<file path="src/rtl/spi_master_pkg.sv">
// Shared encodings for the multi-chip-select SPI master: FSM states and {cpol,cpha} mode constants.
package spi_master_pkg;

    typedef enum logic [1:0] {
        ST_IDLE  = 2'd0,
        ST_SETUP = 2'd1,
        ST_XFER  = 2'd2,
        ST_HOLD  = 2'd3
    } state_t;

    localparam logic [1:0] SPI_MODE0 = 2'b00;
    localparam logic [1:0] SPI_MODE1 = 2'b01;
    localparam logic [1:0] SPI_MODE2 = 2'b10;
    localparam logic [1:0] SPI_MODE3 = 2'b11;

endpackage

</file>
<file path="src/rtl/spi_sclk_gen.sv">
// SCLK timing: CLK_DIV-cycle half-period tick, leading/trailing edge strobes and the registered SCLK pin.
// Zero-latency strobes, SCLK registered one cycle after the tick; no backpressure (free-running while enabled).
module spi_sclk_gen #(
    parameter int CLK_DIV = 4
) (
    input  logic clk,
    input  logic rst,
    input  logic en,
    input  logic xfer,
    input  logic odd,
    input  logic cpol,
    output logic tick,
    output logic lead,
    output logic trail,
    output logic spi_sclk
);

    localparam int CW = $clog2(CLK_DIV) | 1;

    logic [CW-1:0] cnt;

    assign tick  = en && (cnt == CW'(CLK_DIV - 1));
    // Even bit_cnt values map to odd-numbered toggles, i.e. the leading edge.
    assign lead  = tick && xfer && !odd;
    assign trail = tick && xfer && odd;

    always_ff @(posedge clk or negedge rst) begin
        if (!rst) begin
            cnt      <= '0;
            spi_sclk <= 1'b0;
        end else begin
            if (!en || tick) cnt <= '0;
            else             cnt <= cnt + CW'(1);

            if (!xfer)     spi_sclk <= cpol;
            else if (tick) spi_sclk <= ~spi_sclk;
        end
    end

endmodule

</file>
<file path="src/rtl/spi_master_multi.sv">
// Full-duplex SPI master, any width, modes 0-3, NUM_CS selects; SPI_LSB_FIRST_EN adds an lsb_first input.
// Latency: done CLK_DIV*(2*DATA_WIDTH+2) cycles after accept; one command at a time, cmd_ready low while busy.
module spi_master_multi
    import spi_master_pkg::*;
#(
    parameter int DATA_WIDTH = 32,
    parameter int NUM_CS     = 4,
    parameter int CLK_DIV    = 4
) (
    input  logic                            clk,
    input  logic                            rst,
    input  logic                            cmd_valid,
    output logic                            cmd_ready,
    input  logic                            cpol,
    input  logic                            cpha,
    input  logic [($clog2(NUM_CS) | 1)-1:0] cs_sel,
    input  logic [DATA_WIDTH-1:0]           tx_data,
    output logic [DATA_WIDTH-1:0]           rx_data,
    output logic                            done,
    output logic                            busy,
    output logic                            spi_sclk,
    output logic                            spi_mosi,
    input  logic                            spi_miso,
`ifdef SPI_LSB_FIRST_EN
    input  logic                            lsb_first,
`endif
    output logic [NUM_CS-1:0]               spi_cs_n
);

    localparam int CSW = $clog2(NUM_CS) | 1;
    localparam int BW  = $clog2(2 * DATA_WIDTH);

    state_t                state, nxt;
    logic                  en, xfer, tick, lead, trail;
    logic                  accept, sample, drive, fin, last_bit;
    logic                  cpol_q, cpha_q, lsb_q, lsb_in, cpol_eff;
    logic [BW-1:0]         bit_cnt;
    logic [DATA_WIDTH-1:0] tx_sr, rx_sr;
    logic [NUM_CS-1:0]     cs_dec;

`ifdef SPI_LSB_FIRST_EN
    assign lsb_in = lsb_first;
`else
    assign lsb_in = 1'b0;
`endif

    function automatic logic first_bit(input logic [DATA_WIDTH-1:0] d, input logic lsb);
        return lsb ? d[0] : d[DATA_WIDTH-1];
    endfunction

    function automatic logic [DATA_WIDTH-1:0] advance(input logic [DATA_WIDTH-1:0] d, input logic lsb);
        return lsb ? (d >> 1) : (d << 1);
    endfunction

    always_ff @(posedge clk or negedge rst) begin
        if (!rst) state <= ST_IDLE;
        else      state <= nxt;
    end

    always_comb begin
        nxt = state;
        case (state)
            ST_IDLE:  if (accept)            nxt = ST_SETUP;
            ST_SETUP: if (tick)              nxt = ST_XFER;
            ST_XFER:  if (tick && last_bit)  nxt = ST_HOLD;
            ST_HOLD:  if (tick)              nxt = ST_IDLE;
            default:                         nxt = ST_IDLE;
        endcase
    end

    always_comb begin
        cmd_ready = 1'b0;
        busy      = 1'b1;
        en        = 1'b1;
        xfer      = 1'b0;
        case (state)
            ST_IDLE: begin
                cmd_ready = !done;
                busy      = done;
                en        = 1'b0;
            end
            ST_XFER: xfer = 1'b1;
            default: ;
        endcase
    end

    assign accept   = cmd_valid && cmd_ready;
    assign cpol_eff = en ? cpol_q : cpol;
    assign last_bit = (bit_cnt == BW'(2 * DATA_WIDTH - 1));
    assign sample   = cpha_q ? trail : lead;
    assign drive    = cpha_q ? lead : (trail && !last_bit);
    assign fin      = (state == ST_HOLD) && tick;

    // Out-of-range selects leave every chip select deasserted.
    always_comb begin
        cs_dec = '1;
        for (int i = 0; i < NUM_CS; i++)
            if (cs_sel == CSW'(i)) cs_dec[i] = 1'b0;
    end

    spi_sclk_gen #(.CLK_DIV(CLK_DIV)) u_sclk (
        .clk      (clk),
        .rst      (rst),
        .en       (en),
        .xfer     (xfer),
        .odd      (bit_cnt[0]),
        .cpol     (cpol_eff),
        .tick     (tick),
        .lead     (lead),
        .trail    (trail),
        .spi_sclk (spi_sclk)
    );

    always_ff @(posedge clk or negedge rst) begin
        if (!rst) begin
            cpol_q   <= 1'b0;
            cpha_q   <= 1'b0;
            lsb_q    <= 1'b0;
            tx_sr    <= '0;
            rx_sr    <= '0;
            rx_data  <= '0;
            done     <= 1'b0;
            spi_mosi <= 1'b0;
            spi_cs_n <= '1;
            bit_cnt  <= '0;
        end else begin
            done <= fin;
            if (accept) begin
                cpol_q   <= cpol;
                cpha_q   <= cpha;
                lsb_q    <= lsb_in;
                spi_cs_n <= cs_dec;
                // cpha=0 needs the first bit on the wire before the first edge.
                if (!cpha) begin
                    spi_mosi <= first_bit(tx_data, lsb_in);
                    tx_sr    <= advance(tx_data, lsb_in);
                end else begin
                    tx_sr    <= tx_data;
                end
            end
            if (drive) begin
                spi_mosi <= first_bit(tx_sr, lsb_q);
                tx_sr    <= advance(tx_sr, lsb_q);
            end
            if (sample)
                rx_sr <= lsb_q ? {spi_miso, rx_sr[DATA_WIDTH-1:1]}
                               : {rx_sr[DATA_WIDTH-2:0], spi_miso};
            if (state != ST_XFER)       bit_cnt <= '0;
            else if (tick && !last_bit) bit_cnt <= bit_cnt + BW'(1);
            if (fin) begin
                rx_data  <= rx_sr;
                spi_cs_n <= '1;
            end
        end
    end

endmodule

</file>
<file path="config.mk">
export PLATFORM = sky130hd
export DESIGN_NAME = spi_master_multi
export DESIGN_NICKNAME = d
export VERILOG_FILES = /design/src/rtl/spi_master_pkg.sv /design/src/rtl/spi_sclk_gen.sv /design/src/rtl/spi_master_multi.sv
export SDC_FILE = /design/constraint.sdc
export NUM_CORES = 1
export LEC_CHECK = 0
export ABC_AREA = 1
export CAP_MARGIN = 20
export CORE_MARGIN = 1.5
export CORE_UTILIZATION = 49
export CTS_CLUSTER_SIZE = 16
export DETAILED_ROUTE_END_ITERATION = 8
export GPL_TIMING_DRIVEN = 0
export MAX_ROUTING_LAYER = met4
export PLACE_DENSITY = 0.85
export SKIP_CTS_REPAIR_TIMING = 1
export SYNTH_ARGS = -nofsm -noshare
export SYNTH_HDL_FRONTEND = slang
export SYNTH_HIERARCHICAL = 1
export SYNTH_SLANG_ARGS = --single-unit
</file>
<file path="constraint.sdc">
create_clock -name clk -period 1.6 [get_ports clk]
set_input_delay 0.24 -clock clk [delete_from_list [all_inputs] [get_ports clk]]
set_output_delay 0.24 -clock clk [all_outputs]
set_load 0.02 [all_outputs]
</file>
==> summary by stage <==
Worst setup path
The kind of start point of the critical path is a register. The largest single stage delay on the critical path is 0.42 ns. The data required time of the critical path is 2.07 ns. Of all nets on the critical path, the largest fanout is 6. The endpoint kind of the worst setup timing path is a register. The critical path is of the register to register type. The number of buffer and inverter stages on the critical path is 3. The library cell contributing the largest single delay on the critical path is dfrtp_2. The dominant delay contributor by cell family on the critical path is simple AND/OR/NAND/NOR gates. The critical path goes through inv_4 > ha_4 > inv_6 > nand3_4 > nor2_4 > nand2_2 > o21bai_4 > nand2_4 > buf_6 > nand2_2 > nand3_2. The dominant cell type by count on the critical path is nand2_2. STA puts the critical path data arrival time at 2.34 ns.

Pwr
Power spread over the standard cell area amounts to 1330 nW/µm². VDD sags by at most 1.11 mV. The leakage power is 4.89 nW.

Drt
For this block, the via count after detailed routing is 5940. The initial DRC count is 649. Summed over all layers, the routed wires come to 20600 µm. The number of antenna-violating nets in the routed design is 0. Dividing the detail-routed wire length by the instance count gives 21.1 µm.

In the routed design, unresolved DRC markers number 0. After detailed routing, the number of vias per cell comes to 6.07. The number of detailed-routing iterations run before antenna repair is 6.

GRT
The via count of the first global-routing pass was 5003. The initial antenna violation count is 0. The total track usage is 25.6%. The maximum number of pins on one net before global-route repair is 72.

The first global-routing pass estimated 22800 µm of wire. The total overflow left after global routing is 0.

Die
82 I/O pins were placed. The die covers 11800 µm². The chip width is 109 µm. Once the floorplan was initialized, standard cells occupied 50.3% of the core. In this run the core area contains 38 standard-cell rows.

In this run the vertical extent of the chip is 109 µm. The placeable core area is 10900 µm².

Timing
The worst-case clock skew is 0.0180 ns. Based on the critical path, the design can be clocked at up to 535 MHz. The number of pins with negative max-slew slack in the final report is 0. Across all setup checks in the final design, the least slack found is -0.270 ns. The post-route clock period utilization is 117%. The transition time of the tightest slew-check pin is 0.662 ns. Setup repair after global routing could not meet its margin everywhere.

The time the final worst path needs with I/O delays and setup is 1.87 ns. The final count of hold timing violations came to 0. Headroom to the max-slew limit came out at 55.9%. The number of endpoints failing setup at the final stage is 106. Final hold analysis gives a worst-case slack of 0.228 ns.

Status
The flow ran to the end, but the final reports show violations. The checks that failed: setup timing.

Placement
Detailed placement ended at an HPWL of 9170 µm. At the end of routability-driven placement, the weighted congestion stood at 0.854. Port buffering added 80 buffers.

Logic synthesis
Yosys mapped the design onto 25 distinct sky130hd cell types. The xor and xnor area share after synthesis is 0.320%. The mean cell area of the mapped netlist is 8.15 µm². The number of synthesized register bits is 116. Multiplexer cells account for 0% of the synthesized area. The dominant combinational cell family by area after synthesis is simple AND/OR/NAND/NOR gates. During synthesis, Yosys emitted a total of 6 warnings.

The synthesized-area fraction occupied by ao, oa, aoi and oai cells is 10.2%. The simple-gate area share of the yosys netlist is 26.7%. The adder-cell area share of the yosys netlist is 1.83%. The number of instances in the synthesized netlist is 672. When the netlist entered floorplanning its net count stood at 721. After synthesis, flip-flops and latches occupy 53.1% of the total area. The mapped cell area is 5480 µm².

Clock tree
The total clock buffers created by CTS is 17. The clock latency of the later-clocked register in the worst-skew pair is 0.55 ns. CTS placed an instance of clkbuf_8 at the clock tree root. After clock tree synthesis, the clock-pin slew on the worst setup and hold paths is 0.07 ns. The CTS tree is built. The number of buffers on the longest clock path is 2. The H-tree was split into 4 levels.

The TritonCTS sink count is 116.

Finish
The repair_antennas step left the layout with diodes totalling 0. The area growth from synthesis to layout is 63.0%. Counting the fill cells in the layout gives 562. The post-route netlist has 37.6% of its cells at a drive strength greater than 1. The final standard cell utilization of the core is 82.0%. In the final design database the tool counted 875 nets.

Worst hold path
The class of the tightest hold or removal check is primary input to register.

Flow run
The number of maximum-capacitance violations is 0.
[kinds of logic (layout without fill, tap and decap cells)]
group | Yosys count | count (layout)
simple gates | 337 | 339
flops | 116 | 116
compound gates | 109 | 111
buf+inv | 100 | 262
fa+ha+maj | 8 | 8
xor+xnor | 2 | 2
[report_power, final]
| part | internal, mW | leakage, nW | switching [mW] | total (mW) |
|---|---|---|---|---|
| Sequential | 3.53 | 1.53 | 0.541 | 4.07 |
| Combinational | 1.48 | 3.03 | 2.00 | 3.47 |
| Clock | 2.91 | 0.318 | 1.42 | 4.34 |
[sequential cells by signal, indices dropped and copies added (netlist names), 2 cells and up]
register / flops
state: 2
bit_cnt: 6
rx_data: 32
spi_cs_n: 4
u_sclk/cnt: 3
rx_sr: 32
tx_sr: 32
[path summary, 6_finish.rpt]
kind	from	endpoint	slack, ns	depth (start not counted)
min in group asynchronous	rst	spi_mosi	0.27	2
max reg2reg	state[1]	tx_sr[30]	-0.27	11
max in group asynchronous	rst	rx_sr[25]	0.56	3
min reg2reg	tx_sr[11]	tx_sr[12]	0.49	2
max	state[1]	tx_sr[30]	-0.27	11
min	cpha	tx_sr[22]	0.23	5
[through the flow]
| step | worst slack [ns] | TNS, ns | cell area [µm²] | power, mW | cells |
|---|---|---|---|---|---|
| 6_report | -0.270 | -14.62 | 8920 | 11.9 | 978 |
| 5_1_grt | -0.317 | -19.61 | 8920 | 12.3 | 978 |
| 4_1_cts | -0.699 | -41.25 | 7220 | 10.5 | 924 |
| 3_5_place_dp | -0.390 | -33.07 | 6560 | 6.27 | 893 |
| 3_3_place_gp | -3.91 | -470.56 | 6540 | 6.10 | 892 |
| 2_1_floorplan | -0.0447 | -1.37 | 5560 | 5.41 | 672 |
[layout make-up]
class                      count  area (µm²)  share of cell area, %
multi-input combinational    460        3010                   33.7
sequential                   116        2910                   32.6
timing repair buffer         132        1550                   17.4
clock buffer                  21         449                   5.03
buffer                        43         397                   4.44
inverter                      56         228                   2.55
clock inverter                10         203                   2.27
tap                          140         175                   1.96
[cell usage after synthesis]
| cell | number | area share (%) |
|---|---|---|
| nand2_4 | 1 | 0.21 |
| buf_2 | 6 | 0.55 |
| a22oi_1 | 1 | 0.14 |
| nor2_1 | 22 | 1.5 |
| o21ai_0 | 69 | 6.3 |
| ha_1 | 8 | 1.8 |
| nand2_1 | 206 | 14 |
| nand4_1 | 32 | 3.7 |
| nor2_4 | 1 | 0.21 |
| buf_4 | 7 | 0.96 |
| nand3_2 | 1 | 0.18 |
| inv_1 | 56 | 3.8 |
| buf_6 | 3 | 0.62 |
| o21bai_1 | 1 | 0.14 |
| o21bai_2 | 1 | 0.21 |
| xor2_1 | 2 | 0.32 |
| buf_1 | 2 | 0.14 |
| dfstp_2 | 4 | 1.9 |
| nand3_1 | 71 | 6.5 |
| o21ai_1 | 1 | 0.091 |
| dfrtp_1 | 112 | 51 |
| a21oi_1 | 36 | 3.3 |
| nor3_1 | 1 | 0.091 |
| clkbuf_1 | 26 | 1.8 |
| or2_2 | 2 | 0.23 |
[worst reg2reg max path: stages (launching register included)]
cell      delay [ns]
dfrtp_2         0.42
inv_4           0.06
ha_4            0.17
inv_6           0.08
nand3_4         0.13
nor2_4          0.13
nand2_2         0.09
o21bai_4        0.26
nand2_4         0.18
buf_6           0.16
nand2_2         0.06
nand3_2         0.06
[per-layer routing]
| metal | share of wire, % | vias to the layer above | global-route usage [%] |
|---|---|---|---|
| li1 | - | 2523 | - |
| met1 | 36 | 2891 | 32.0 |
| met3 | 7.7 | 114 | 6.10 |
| met5 | 0 | - | - |
| met2 | 51 | 412 | 40.3 |
| met4 | 5.4 | 0 | 9.96 |
[placed cells by master (no fill, tap or decap), types with 4 or more instances in the layout]
cell,n
nor2_1,15
nand3_2,35
nand3_1,34
nand2_4,27
buf_8,9
clkbuf_1,7
nand4_1,32
buf_4,26
a21oi_1,35
nor2_4,7
bufinv_16,6
buf_12,6
clkbuf_16,23
clkbuf_2,5
o21ai_1,36
inv_4,5
buf_2,8
buf_6,28
dfstp_2,4
dlymetal6s2s_1,39
inv_1,48
clkdlybuf4s50_1,38
nand2_2,60
nand2_1,119
o21ai_2,31
dfrtp_1,109
(Power assumes the default switching activity.)
